### src/rtl/sd_pkg.sv
// -----------------------------------------------------------------------------
// sd_pkg
// Shared definitions for the SD card-initialisation sequencer: command
// indices, the identification step and FSM state enums, failure codes,
// fixed command arguments, and the step -> {idx, arg, precnt} decode.
// -----------------------------------------------------------------------------
package sd_pkg;

    // SD command indices used during identification.
    localparam logic [5:0] CMD0   = 6'd0;
    localparam logic [5:0] CMD2   = 6'd2;
    localparam logic [5:0] CMD3   = 6'd3;
    localparam logic [5:0] CMD7   = 6'd7;
    localparam logic [5:0] CMD8   = 6'd8;
    localparam logic [5:0] CMD16  = 6'd16;
    localparam logic [5:0] CMD55  = 6'd55;
    localparam logic [5:0] ACMD41 = 6'd41;

    // Failure causes reported on err_code.
    localparam logic [2:0] ERR_NONE        = 3'd0;
    localparam logic [2:0] ERR_CMD8_CHECK  = 3'd1;
    localparam logic [2:0] ERR_ACMD41_BUSY = 3'd2;
    localparam logic [2:0] ERR_CMD_TIMEOUT = 3'd3;
    localparam logic [2:0] ERR_CMD_SYNTAX  = 3'd4;

    // Fixed arguments and idle-clock counts.
    localparam logic [7:0]  CMD8_CHECK     = 8'hAA;
    localparam logic [31:0] CMD8_ARG       = {24'h000001, CMD8_CHECK};
    localparam logic [31:0] DEFAULT_BLKLEN = 32'd512;
    localparam logic [31:0] ACMD41_ARG_V2  = 32'hC010_0000;  // HCS set for v2 cards
    localparam logic [31:0] ACMD41_ARG_V1  = 32'h0010_0000;
    localparam logic [15:0] PRECNT_CMD0    = 16'd80;         // power-up idle clocks
    localparam logic [15:0] PRECNT_DEFAULT = 16'd8;

    typedef enum logic [2:0] {
        STEP_CMD0,
        STEP_CMD8,
        STEP_CMD55,
        STEP_ACMD41,
        STEP_CMD2,
        STEP_CMD3,
        STEP_CMD7,
        STEP_CMD16
    } step_e;

    typedef enum logic [2:0] {
        ST_IDLE,
        ST_ISSUE,
        ST_WAIT_BUSY,
        ST_WAIT_DONE,
        ST_EVAL,
        ST_FINISH,
        ST_FAIL
    } state_e;

    // Outcome of evaluating one command response.
    typedef enum logic [1:0] {
        ACT_ADVANCE,
        ACT_RETRY,
        ACT_FINISH,
        ACT_FAIL
    } eval_act_e;

    typedef struct packed {
        logic [5:0]  idx;
        logic [31:0] arg;
        logic [15:0] precnt;
    } cmd_req_t;

    // Command fields for a given step. ACMD41 depends on the card version
    // found by CMD8, CMD7 selects the card by the RCA returned from CMD3.
    function automatic cmd_req_t step_decode(input step_e       step,
                                             input logic        card_v2,
                                             input logic [15:0] rca);
        cmd_req_t req;
        req.idx    = CMD0;
        req.arg    = 32'h0;
        req.precnt = PRECNT_DEFAULT;
        case (step)
            STEP_CMD0: begin
                req.idx    = CMD0;
                req.precnt = PRECNT_CMD0;
            end
            STEP_CMD8: begin
                req.idx = CMD8;
                req.arg = CMD8_ARG;
            end
            STEP_CMD55:  req.idx = CMD55;
            STEP_ACMD41: begin
                req.idx = ACMD41;
                req.arg = card_v2 ? ACMD41_ARG_V2 : ACMD41_ARG_V1;
            end
            STEP_CMD2:   req.idx = CMD2;
            STEP_CMD3:   req.idx = CMD3;
            STEP_CMD7: begin
                req.idx = CMD7;
                req.arg = {rca, 16'h0000};
            end
            STEP_CMD16: begin
                req.idx = CMD16;
                req.arg = DEFAULT_BLKLEN;
            end
            default: ;
        endcase
        return req;
    endfunction

endpackage

### src/rtl/sd_init_seq.sv
// -----------------------------------------------------------------------------
// sd_init_seq
// Drives the SD command engine through the power-up identification flow
// (CMD0, CMD8, CMD55/ACMD41 loop, CMD2, CMD3, CMD7, CMD16), then switches the
// engine to the data-transfer clock divider. Owns the engine request port
// while init_busy is high.
//
// Ports
//   clk, rst            clock, asynchronous active-high reset
//   init_start          one-cycle request, honoured only when idle
//   init_busy           sequence in progress
//   init_done/init_err  one-cycle result pulses, coincide with init_busy falling
//   err_code            failure cause, held until the next init_start
//   card_sdhc, rca      card capacity class and relative address
//   clkdiv              engine clock divider (slow during identification)
//   cmd_start/idx/arg/precnt   command request to the engine
//   cmd_busy/done/timeout/syntaxe/resparg   engine status and response
// -----------------------------------------------------------------------------
module sd_init_seq
    import sd_pkg::*;
#(
    parameter logic [15:0] SLOW_CLKDIV = 16'd99,
    parameter logic [15:0] FAST_CLKDIV = 16'd1,
    parameter logic [15:0] ACMD41_MAX  = 16'd2000,
    parameter logic [1:0]  CMD_RETRY   = 2'd3
) (
    input  logic        clk,
    input  logic        rst,
    input  logic        init_start,
    output logic        init_busy,
    output logic        init_done,
    output logic        init_err,
    output logic [2:0]  err_code,
    output logic        card_sdhc,
    output logic [15:0] rca,
    output logic [15:0] clkdiv,
    output logic        cmd_start,
    output logic [15:0] cmd_precnt,
    output logic [5:0]  cmd_idx,
    output logic [31:0] cmd_arg,
    input  logic        cmd_busy,
    input  logic        cmd_done,
    input  logic        cmd_timeout,
    input  logic        cmd_syntaxe,
    input  logic [31:0] cmd_resparg
);

    state_e      state_q;
    step_e       step_q;
    logic [1:0]  retry_q;
    logic [15:0] acmd_cnt_q;
    logic        card_v2_q;
    logic        rsp_timeout_q;
    logic        rsp_syntaxe_q;
    logic [31:0] rsp_arg_q;

    logic        busy_q;
    logic        done_q;
    logic        err_q;
    logic [2:0]  err_code_q;
    logic        sdhc_q;
    logic [15:0] rca_q;
    logic [15:0] clkdiv_q;
    logic        start_q;
    logic [15:0] precnt_q;
    logic [5:0]  idx_q;
    logic [31:0] arg_q;

    cmd_req_t    req_d;
    eval_act_e   act_d;
    step_e       next_step_d;
    logic [2:0]  fail_code_d;
    logic [15:0] acmd_cnt_d;
    logic        rsp_err;
    logic        retry_exhausted;
    logic [2:0]  fault_code;
    logic        unused_rsp_bits;

    assign req_d           = step_decode(step_q, card_v2_q, rca_q);
    assign acmd_cnt_d      = (acmd_cnt_q == 16'hFFFF) ? acmd_cnt_q : acmd_cnt_q + 16'd1;
    assign rsp_err         = rsp_timeout_q | rsp_syntaxe_q;
    assign retry_exhausted = (retry_q >= CMD_RETRY);
    assign fault_code      = rsp_timeout_q ? ERR_CMD_TIMEOUT : ERR_CMD_SYNTAX;
    // Response bits [15:8] carry nothing this sequencer needs.
    assign unused_rsp_bits = ^rsp_arg_q[15:8];

    // Decide what the captured response means for the current step.
    always_comb begin
        // NOTE: every output of this block gets a default first so no path
        // leaves one unassigned, which would otherwise infer a latch.
        act_d       = ACT_ADVANCE;
        next_step_d = step_q;
        fail_code_d = ERR_NONE;
        case (step_q)
            // CMD0 has no response: a timeout is the expected outcome.
            STEP_CMD0: next_step_d = STEP_CMD8;
            STEP_CMD8: begin
                if (rsp_timeout_q) begin
                    next_step_d = STEP_CMD55;  // v1 card ignores CMD8
                end else if (rsp_syntaxe_q) begin
                    act_d       = retry_exhausted ? ACT_FAIL : ACT_RETRY;
                    fail_code_d = fault_code;
                end else if (rsp_arg_q[7:0] != CMD8_CHECK) begin
                    act_d       = ACT_FAIL;
                    fail_code_d = ERR_CMD8_CHECK;
                end else begin
                    next_step_d = STEP_CMD55;
                end
            end
            STEP_ACMD41: begin
                if (rsp_err) begin
                    act_d       = retry_exhausted ? ACT_FAIL : ACT_RETRY;
                    fail_code_d = fault_code;
                end else if (!rsp_arg_q[31]) begin
                    // Card still powering up: loop through CMD55 again.
                    if (acmd_cnt_d >= ACMD41_MAX) begin
                        act_d       = ACT_FAIL;
                        fail_code_d = ERR_ACMD41_BUSY;
                    end else begin
                        next_step_d = STEP_CMD55;
                    end
                end else begin
                    next_step_d = STEP_CMD2;
                end
            end
            default: begin
                if (rsp_err) begin
                    act_d       = retry_exhausted ? ACT_FAIL : ACT_RETRY;
                    fail_code_d = fault_code;
                end else begin
                    case (step_q)
                        STEP_CMD55: next_step_d = STEP_ACMD41;
                        STEP_CMD2:  next_step_d = STEP_CMD3;
                        STEP_CMD3:  next_step_d = STEP_CMD7;
                        STEP_CMD7:  next_step_d = STEP_CMD16;
                        default:    act_d       = ACT_FINISH;  // CMD16
                    endcase
                end
            end
        endcase
    end

    // NOTE: all state and registered outputs use non-blocking assignments so
    // every register samples values from before the clock edge.
    always_ff @(posedge clk or posedge rst) begin
        if (rst) begin
            state_q       <= ST_IDLE;
            step_q        <= STEP_CMD0;
            retry_q       <= 2'd0;
            acmd_cnt_q    <= 16'd0;
            card_v2_q     <= 1'b0;
            rsp_timeout_q <= 1'b0;
            rsp_syntaxe_q <= 1'b0;
            rsp_arg_q     <= 32'h0;
            busy_q        <= 1'b0;
            done_q        <= 1'b0;
            err_q         <= 1'b0;
            err_code_q    <= ERR_NONE;
            sdhc_q        <= 1'b0;
            rca_q         <= 16'h0;
            clkdiv_q      <= SLOW_CLKDIV;
            start_q       <= 1'b0;
            precnt_q      <= 16'd0;
            idx_q         <= 6'd0;
            arg_q         <= 32'h0;
        end else begin
            // Pulses last one cycle unless a state below re-asserts them.
            start_q <= 1'b0;
            done_q  <= 1'b0;
            err_q   <= 1'b0;
            case (state_q)
                ST_IDLE: begin
                    if (init_start) begin
                        busy_q     <= 1'b1;
                        err_code_q <= ERR_NONE;
                        sdhc_q     <= 1'b0;
                        rca_q      <= 16'h0;
                        clkdiv_q   <= SLOW_CLKDIV;
                        step_q     <= STEP_CMD0;
                        retry_q    <= 2'd0;
                        acmd_cnt_q <= 16'd0;
                        card_v2_q  <= 1'b0;
                        state_q    <= ST_ISSUE;
                    end
                end
                ST_ISSUE: begin
                    // Fields are latched here and held until the next issue.
                    if (!cmd_busy) begin
                        idx_q    <= req_d.idx;
                        arg_q    <= req_d.arg;
                        precnt_q <= req_d.precnt;
                        start_q  <= 1'b1;
                        state_q  <= ST_WAIT_BUSY;
                    end
                end
                ST_WAIT_BUSY: begin
                    if (cmd_busy) state_q <= ST_WAIT_DONE;
                end
                ST_WAIT_DONE: begin
                    if (cmd_done) begin
                        rsp_timeout_q <= cmd_timeout;
                        rsp_syntaxe_q <= cmd_syntaxe;
                        rsp_arg_q     <= cmd_resparg;
                        state_q       <= ST_EVAL;
                    end
                end
                ST_EVAL: begin
                    case (act_d)
                        ACT_ADVANCE: begin
                            step_q  <= next_step_d;
                            retry_q <= 2'd0;
                            state_q <= ST_ISSUE;
                            case (step_q)
                                STEP_CMD8: card_v2_q <= !rsp_timeout_q;
                                STEP_ACMD41: begin
                                    if (rsp_arg_q[31]) sdhc_q <= rsp_arg_q[30];
                                    else acmd_cnt_q <= acmd_cnt_d;
                                end
                                STEP_CMD3: rca_q <= rsp_arg_q[31:16];
                                default: ;
                            endcase
                        end
                        ACT_RETRY: begin
                            retry_q <= retry_q + 2'd1;
                            state_q <= ST_ISSUE;
                        end
                        ACT_FINISH: state_q <= ST_FINISH;
                        ACT_FAIL: begin
                            err_code_q <= fail_code_d;
                            state_q    <= ST_FAIL;
                        end
                        default: state_q <= ST_FAIL;
                    endcase
                end
                ST_FINISH: begin
                    clkdiv_q <= FAST_CLKDIV;
                    done_q   <= 1'b1;
                    busy_q   <= 1'b0;
                    state_q  <= ST_IDLE;
                end
                ST_FAIL: begin
                    clkdiv_q <= SLOW_CLKDIV;
                    err_q    <= 1'b1;
                    busy_q   <= 1'b0;
                    state_q  <= ST_IDLE;
                end
                default: state_q <= ST_IDLE;
            endcase
        end
    end

    assign init_busy  = busy_q;
    assign init_done  = done_q;
    assign init_err   = err_q;
    assign err_code   = err_code_q;
    assign card_sdhc  = sdhc_q;
    assign rca        = rca_q;
    assign clkdiv     = clkdiv_q;
    assign cmd_start  = start_q;
    assign cmd_precnt = precnt_q;
    assign cmd_idx    = idx_q;
    assign cmd_arg    = arg_q;

endmodule

### config.mk
export PLATFORM = sky130hd
export DESIGN_NAME = sd_init_seq
export DESIGN_NICKNAME = d
export VERILOG_FILES = /design/src/rtl/sd_pkg.sv /design/src/rtl/sd_init_seq.sv
export SDC_FILE = /design/constraint.sdc
export NUM_CORES = 1
export LEC_CHECK = 0
export ABC_AREA = 0
export BUFFER_PORTS_ARGS = -buffer_cell sky130_fd_sc_hd__clkbuf_2
export CAP_MARGIN = 5
export CORE_MARGIN = 5
export CORE_UTILIZATION = 55
export DETAILED_ROUTE_END_ITERATION = 6
export GPL_TIMING_DRIVEN = 0
export PLACE_DENSITY = 0.91
export SLEW_MARGIN = 15
export SYNTH_ARGS = -nofsm -noshare
export SYNTH_HDL_FRONTEND = slang
export SYNTH_SLANG_ARGS = --single-unit
### constraint.sdc
create_clock -name clk -period 8.4 [get_ports clk]
set_input_delay 0 -clock clk [delete_from_list [all_inputs] [get_ports clk]]
set_output_delay 0 -clock clk [all_outputs]
set_load 0.02 [all_outputs]
* Word level (Yosys, flattened, before mapping) *
Index checks and enable logic that the tools add are counted.
W data, S select, Z words.

word-level totals
  bits in registers = 153
  bits in latches = 0
  memory bits (writable) = 0
  bits in read-only memories = 0
  bits of input ports = 39
  logic and storage cells = 154
  memories kept = 0

cells by class
  add/subtract/negate cells = 2
  multiply operators = 0
  divide/modulo/power cells = 0
  magnitude comparators = 2
  eq/ne operators = 36
  shift operators = 0
  mux-type cells = 71
  bitwise logic cells = 2
  reductions and logical operators = 22

operators with widths
  kind                     count
  $mux W16                 8
  $pmux W32 S4             1
  $pmux W16 S2             2
  $mux W3                  19
  $pmux W16 S3             1
  $pmux W6 S8              1
  $mux W32                 1
  $pmux W3 S3              3
  $mux W2                  12
  $eq A3 B3 Y1 const B     7
  $add A16 B1 Y16 const B  1
  $eq A16 B16 Y1 const B   1
  $ge A16 B11 Y1 const B   1
  $ne A2 B2 Y1 const B     8
  $pmux W3 S5              1
  $eq A3 B2 Y1 const B     4
  $mux W1                  12
  $ne A4 B4 Y1 const B     3
  $pmux W3 S2              2
  $pmux W3 S4              1
  $reduce_and A4 Y1        3
  $reduce_and A5 Y1        2
  $reduce_and A9 Y1        1
  $ne A8 B1 Y1 const B     1
  24 further kinds         39

* Logic depth before layout (Yosys ltp) *
  word-level depth = 11
  gate-level depth with buffers = 11
  gate-level depth less buffers = 9

* Worst setup path before layout *
No wires, ideal clock.

  path kind = flip-flop to flip-flop
  start point = reg acmd_cnt_q[0]
  end point = reg rca_q[0] (netlist: rca[0])
  data arrival time = 3291 ps
  required time = 8321 ps
  setup slack = 5029 ps
  stages on the path, launching flop included = 12
  buffers on the path = 2
  clock period less this slack = 3371 ps
  path through = dfrtp_1 -> ha_1 -> clkbuf_1 -> nand3_1 -> mux2i_1 -> or4b_4 -> a2111oi_4 -> a2bb2oi_4 -> o21ai_4 -> nor4_4 -> buf_6 -> mux2i_1

on the way
  cells in the longest elaborated chain, start to end = 10
  elaborated cells on any way between the ends = 11
  those cells by class = add/sub: 1; order compare: 1; eq/ne: 2; mux: 5; reduce/logical: 2

ends and longest elaborated chain
  item                                                      line                source
  start: declaration                                        sd_init_seq.sv:51   logic [15:0] acmd_cnt_q;
  start signal: assignment                                  sd_init_seq.sv:217  else acmd_cnt_q <= acmd_cnt_d;
  $add A16 B1 Y16 / $eq A16 B16 Y1 (equally long branches)  sd_init_seq.sv:80   assign acmd_cnt_d = (acmd_cnt_q == 16'hFFFF) ? acmd_cnt_q : acmd_cnt_q + 16'd1;
  $mux W16 *                                                sd_init_seq.sv:80
  $ge A16 B11 Y1 *                                          sd_init_seq.sv:116  if (acmd_cnt_d >= ACMD41_MAX) begin
  $mux W2 *                                                 sd_init_seq.sv:116
  $mux W2 *                                                 sd_init_seq.sv:114  end else if (!rsp_arg_q[31]) begin
  $mux W2 *                                                 sd_init_seq.sv:111  if (rsp_err) begin
  $pmux W2 S3 *                                             sd_init_seq.sv:94   case (step_q)
  $logic_not A2 Y1 *                                        sd_init_seq.sv:208  case (act_d)
  $ne A2 B2 Y1 (no line) *                                  -
  $reduce_and A4 Y1 (no line) *                             -
  end signal: assignment                                    sd_init_seq.sv:219  STEP_CMD3: rca_q <= rsp_arg_q[31:16];
  end: declaration                                          sd_init_seq.sv:62   logic [15:0] rca_q;

Mark *: on every way between the ends. The rest lies on a longest branch, timed or not.
A chain may end at the register's enable or synchronous reset.

* Final worst setup path *
Ends and elaborated chain as after synthesis.

==> flow_summary.yaml <==
logic_synthesis:
  seq_area_frac_synth: 0.496
  synth-seq-cells: 102
  syn-instance-count: 487
  synth-edff-count: 0
  synth_top_area_share: 0.491
  synthArstFlopShare: 1.00
  syn_area_per_cell_um2: 10.6
  synthTopCellsByArea: "dfrtp_1 (49%), mux2i_1 (6.4%), buf_4 (6.3%), mux2_2 (5.9%), nand2_1 (5.0%)"
  syn_area_um2: 5140
  yosysWarningCount: 0
  ys.flop_type: "dfrtp_1"
  yosysTopAreaCell: "dfrtp_1"
  synth_cell_types: 61
timing:
  hold_viol: 0
  rsz0062_at_grt: "no"
  slew_violations: 0
  fin_crit_sh: 0.483
  setup_viol: 0
  finalSetupTns_ns: 0
  worst_pin_slew_ns: 0.861
  skew_ns: 0.0190
  min_period_ns: 4.05
  setup_ws_ns: 4.35
  max_freq_mhz: 247
  slew_headroom: 0.422
critical_path:
  cp.required_ns: 8.70
  arrival_ns: 4.35
  worstReg2RegEnd: "rca[0]$_DFFE_PP0P_"
  criticalPathCategory: "reg2reg"
  startpoint: "acmd_cnt_q[0]$_DFFE_PP0P_"
  crit_path_max_fanout: 10
  start_kind: "flip-flop"
  r2r_slack_ns: 4.35
  reg2regPathDepth: 11
  end_kind: "flip-flop"
  crit-reg2reg-launch: "acmd_cnt_q[0]$_DFFE_PP0P_"
  crit_end: "rca[0]$_DFFE_PP0P_"
finish:
  mostFrequentLayoutCells: "dfrtp_1 (101), clkbuf_2 (88), nand2_1 (68), buf_4 (43), conb_1 (36)"
  multi_input_area_um2: 2210
  final_layout_size_suffix_gt1_frac: 0.297
  seq_area_um2: 2550
  fin_nets: 690
  n_antenna_cell: 0
  layout_commonest_cell: "dfrtp_1"
  nFillCells: 641
  area_growth_pct: 23.5
  stdcell_count: 765
pwr:
  switchingPower_w: 0.000586
  pwr-share-comb: 0.349
  vdd_drop_max_v: 0.000171
  internal_power_w: 0.000916
  p_clk_frac: 0.204
  p_per_area_nw_per_um2: 236
  p_leak_nw: 3.21
  p_seq_frac: 0.448
  swShare: 0.390
cts:
  cts_root_buffer: "clkbuf_8"
  clockBufferDepth: 2
  cts_htree_levels: 3
  numClockSinks: 102
  numCtsBuffers: 9
  clock_latency_ns: 0.39
  clk_pin_slew_ns: 0.10
  cts_resized: 0
  cts_tree: "yes"
floorplanning:
  die_w_um: 107
  die_h_um: 107
  rows: 35
  initial_core_util: 0.559
  core-area_um2: 9200
  ios: 133
  die-area_um2: 11400
place:
  port_buffers: 88
  dp_hpwl_um: 8990
  gp_congestion: 0.911
  pre_cts_ws_ns: 4.47
  dpl.cell_count: 721
run:
  maxCapViolations: 0
global_routing:
  antenna_found_initial: 0
  grt_pass1_vias: 4362
  grt_use_total: 0.252
  grt_overflow_total: 0
  grt_pass1_wl_um: 22500
  grt_max_degree: 65
route:
  wl_per_cell_um: 18.3
  dr.pass1.iters: 7
  vias: 4349
  viasPerCell: 5.68
  drc: 0
  drt-total-wl_um: 14000
  ant_nets: 0
  drtIter0Drc: 463
worst_hold_path:
  hold_path.class: "in2reg"
outcome:
  status: "completed"
cell families after synthesis:
group                    share of synthesized area
buffers and inverters                       0.0992
other                                      0.00146
multiplexers                                 0.123
AO/OA/AOI/OAI                                0.114
XOR/XNOR                                   0.00170
AND/OR/NAND/NOR                              0.159
flip-flops                                   0.496
adder cells (fa/ha/maj)                    0.00486
power groups by stage:
stage          Combinational (W)  Sequential (W)  Clock (W)
2_1_floorplan           0.000335        0.000685          0
3_3_place_gp            0.000468        0.000664          0
3_5_place_dp            0.000491        0.000675          0
4_1_cts                 0.000507        0.000665   0.000301
5_1_grt                 0.000563        0.000684   0.000328
6_report                0.000523        0.000672   0.000306
registers in the layout, summed over array words and instances (netlist names):
signal and flops:
acmd_cnt_q 16, rsp_arg_q 24, rsp_syntaxe_q 1, rca 16
retry_q 2, clkdiv 1, cmd_arg 18, step_q 3
cmd_start 1, init_busy 1, card_v2_q 1, cmd_idx 6
rsp_timeout_q 1, state_q 3, err_code 3, init_err 1
cmd_precnt 2, card_sdhc 1, init_done 1
per-stage QoR:
| stage | hold WS, ns | power (W) | area [µm²] | util |
|---|---|---|---|---|
| 6_report | 0.0152 | 0.00150 | 6350 | 0.691 |
| 5_1_grt | 0.0718 | 0.00158 | 6350 | 0.691 |
| 3_3_place_gp | 0.233 | 0.00113 | 5850 | 0.636 |
| 4_1_cts | 0.0202 | 0.00147 | 6350 | 0.691 |
| 3_5_place_dp | 0.0659 | 0.00117 | 5880 | 0.639 |
| 2_1_floorplan | 0.151 | 0.00102 | 5270 | - |
worst min path at each step:
stage,endpoint,cells after the start,start
detailed placement,rsp_arg_q[7]$_DFFE_PP0P_,2,rst
CTS,state_q[1]$_DFFE_PP0P_,4,cmd_done
global placement,rsp_arg_q[3]$_DFFE_PP0P_,2,cmd_resparg[3]
finish,state_q[1]$_DFFE_PP0P_,4,cmd_done
global route,state_q[1]$_DFFE_PP0P_,4,cmd_done
floorplan,rsp_arg_q[0]$_DFFE_PP0P_,1,cmd_resparg[0]
cell type report:
| cell class | count | share of cell area |
|---|---|---|
| flip-flops and latches | 102 | 0.402 |
| multi-input cells | 329 | 0.347 |
| repair buffers | 117 | 0.118 |
| inverters | 23 | 0.0140 |
| clock inverters | 7 | 0.0106 |
| well taps | 111 | 0.0219 |
| clock buffers | 9 | 0.0195 |
| plain buffers | 67 | 0.0668 |
routing by layer:
metal,part of all wire,vias up,track usage
met5,0,-,0
met4,0.045,0,0.131
met3,0.080,49,0.0446
met2,0.51,250,0.436
met1,0.36,2085,0.302
li1,-,1965,-
synthesized netlist by cell type, types with 2 or more instances:
| cell | instances |
|---|---|
| dfrtp_1 | 101 |
| nand2_1 | 68 |
| buf_4 | 43 |
| mux2i_1 | 33 |
| mux2_2 | 27 |
| inv_1 | 22 |
| clkbuf_1 | 19 |
| o21ai_0 | 15 |
| a22o_1 | 13 |
| nand3_1 | 13 |
| nor2_1 | 13 |
| nor3_1 | 9 |
| a21oi_1 | 7 |
| and3_1 | 7 |
| nor2b_1 | 7 |
| o31ai_1 | 7 |
| nand4_1 | 6 |
| or4_1 | 6 |
| a22oi_1 | 4 |
| and2_1 | 4 |
| o211ai_1 | 4 |
| o21a_1 | 4 |
| buf_2 | 3 |
| nand2b_1 | 3 |
| o22ai_1 | 3 |
| or4bb_1 | 3 |
| a31o_2 | 2 |
| a41o_1 | 2 |
| conb_1 | 2 |
| ha_1 | 2 |
| nor4_1 | 2 |
| o31a_1 | 2 |
| or3_1 | 2 |
| or3b_2 | 2 |
critical path, stage by stage (launching register included):
cell	delay, ns
dfrtp_1	0.49
ha_1	0.19
clkbuf_1	0.27
nand3_1	0.23
mux2i_1	0.17
or4b_4	0.54
a2111oi_4	0.42
a2bb2oi_4	0.29
o21ai_4	0.15
nor4_4	0.69
buf_6	0.27
mux2i_1	0.25
timing repair:
item	4_1_cts	5_1_grt
hold buffers	28	0
hold endpoints to repair	64	0
buffers inserted	0	0
No activity file was read; power rests on OpenSTA's default activity.
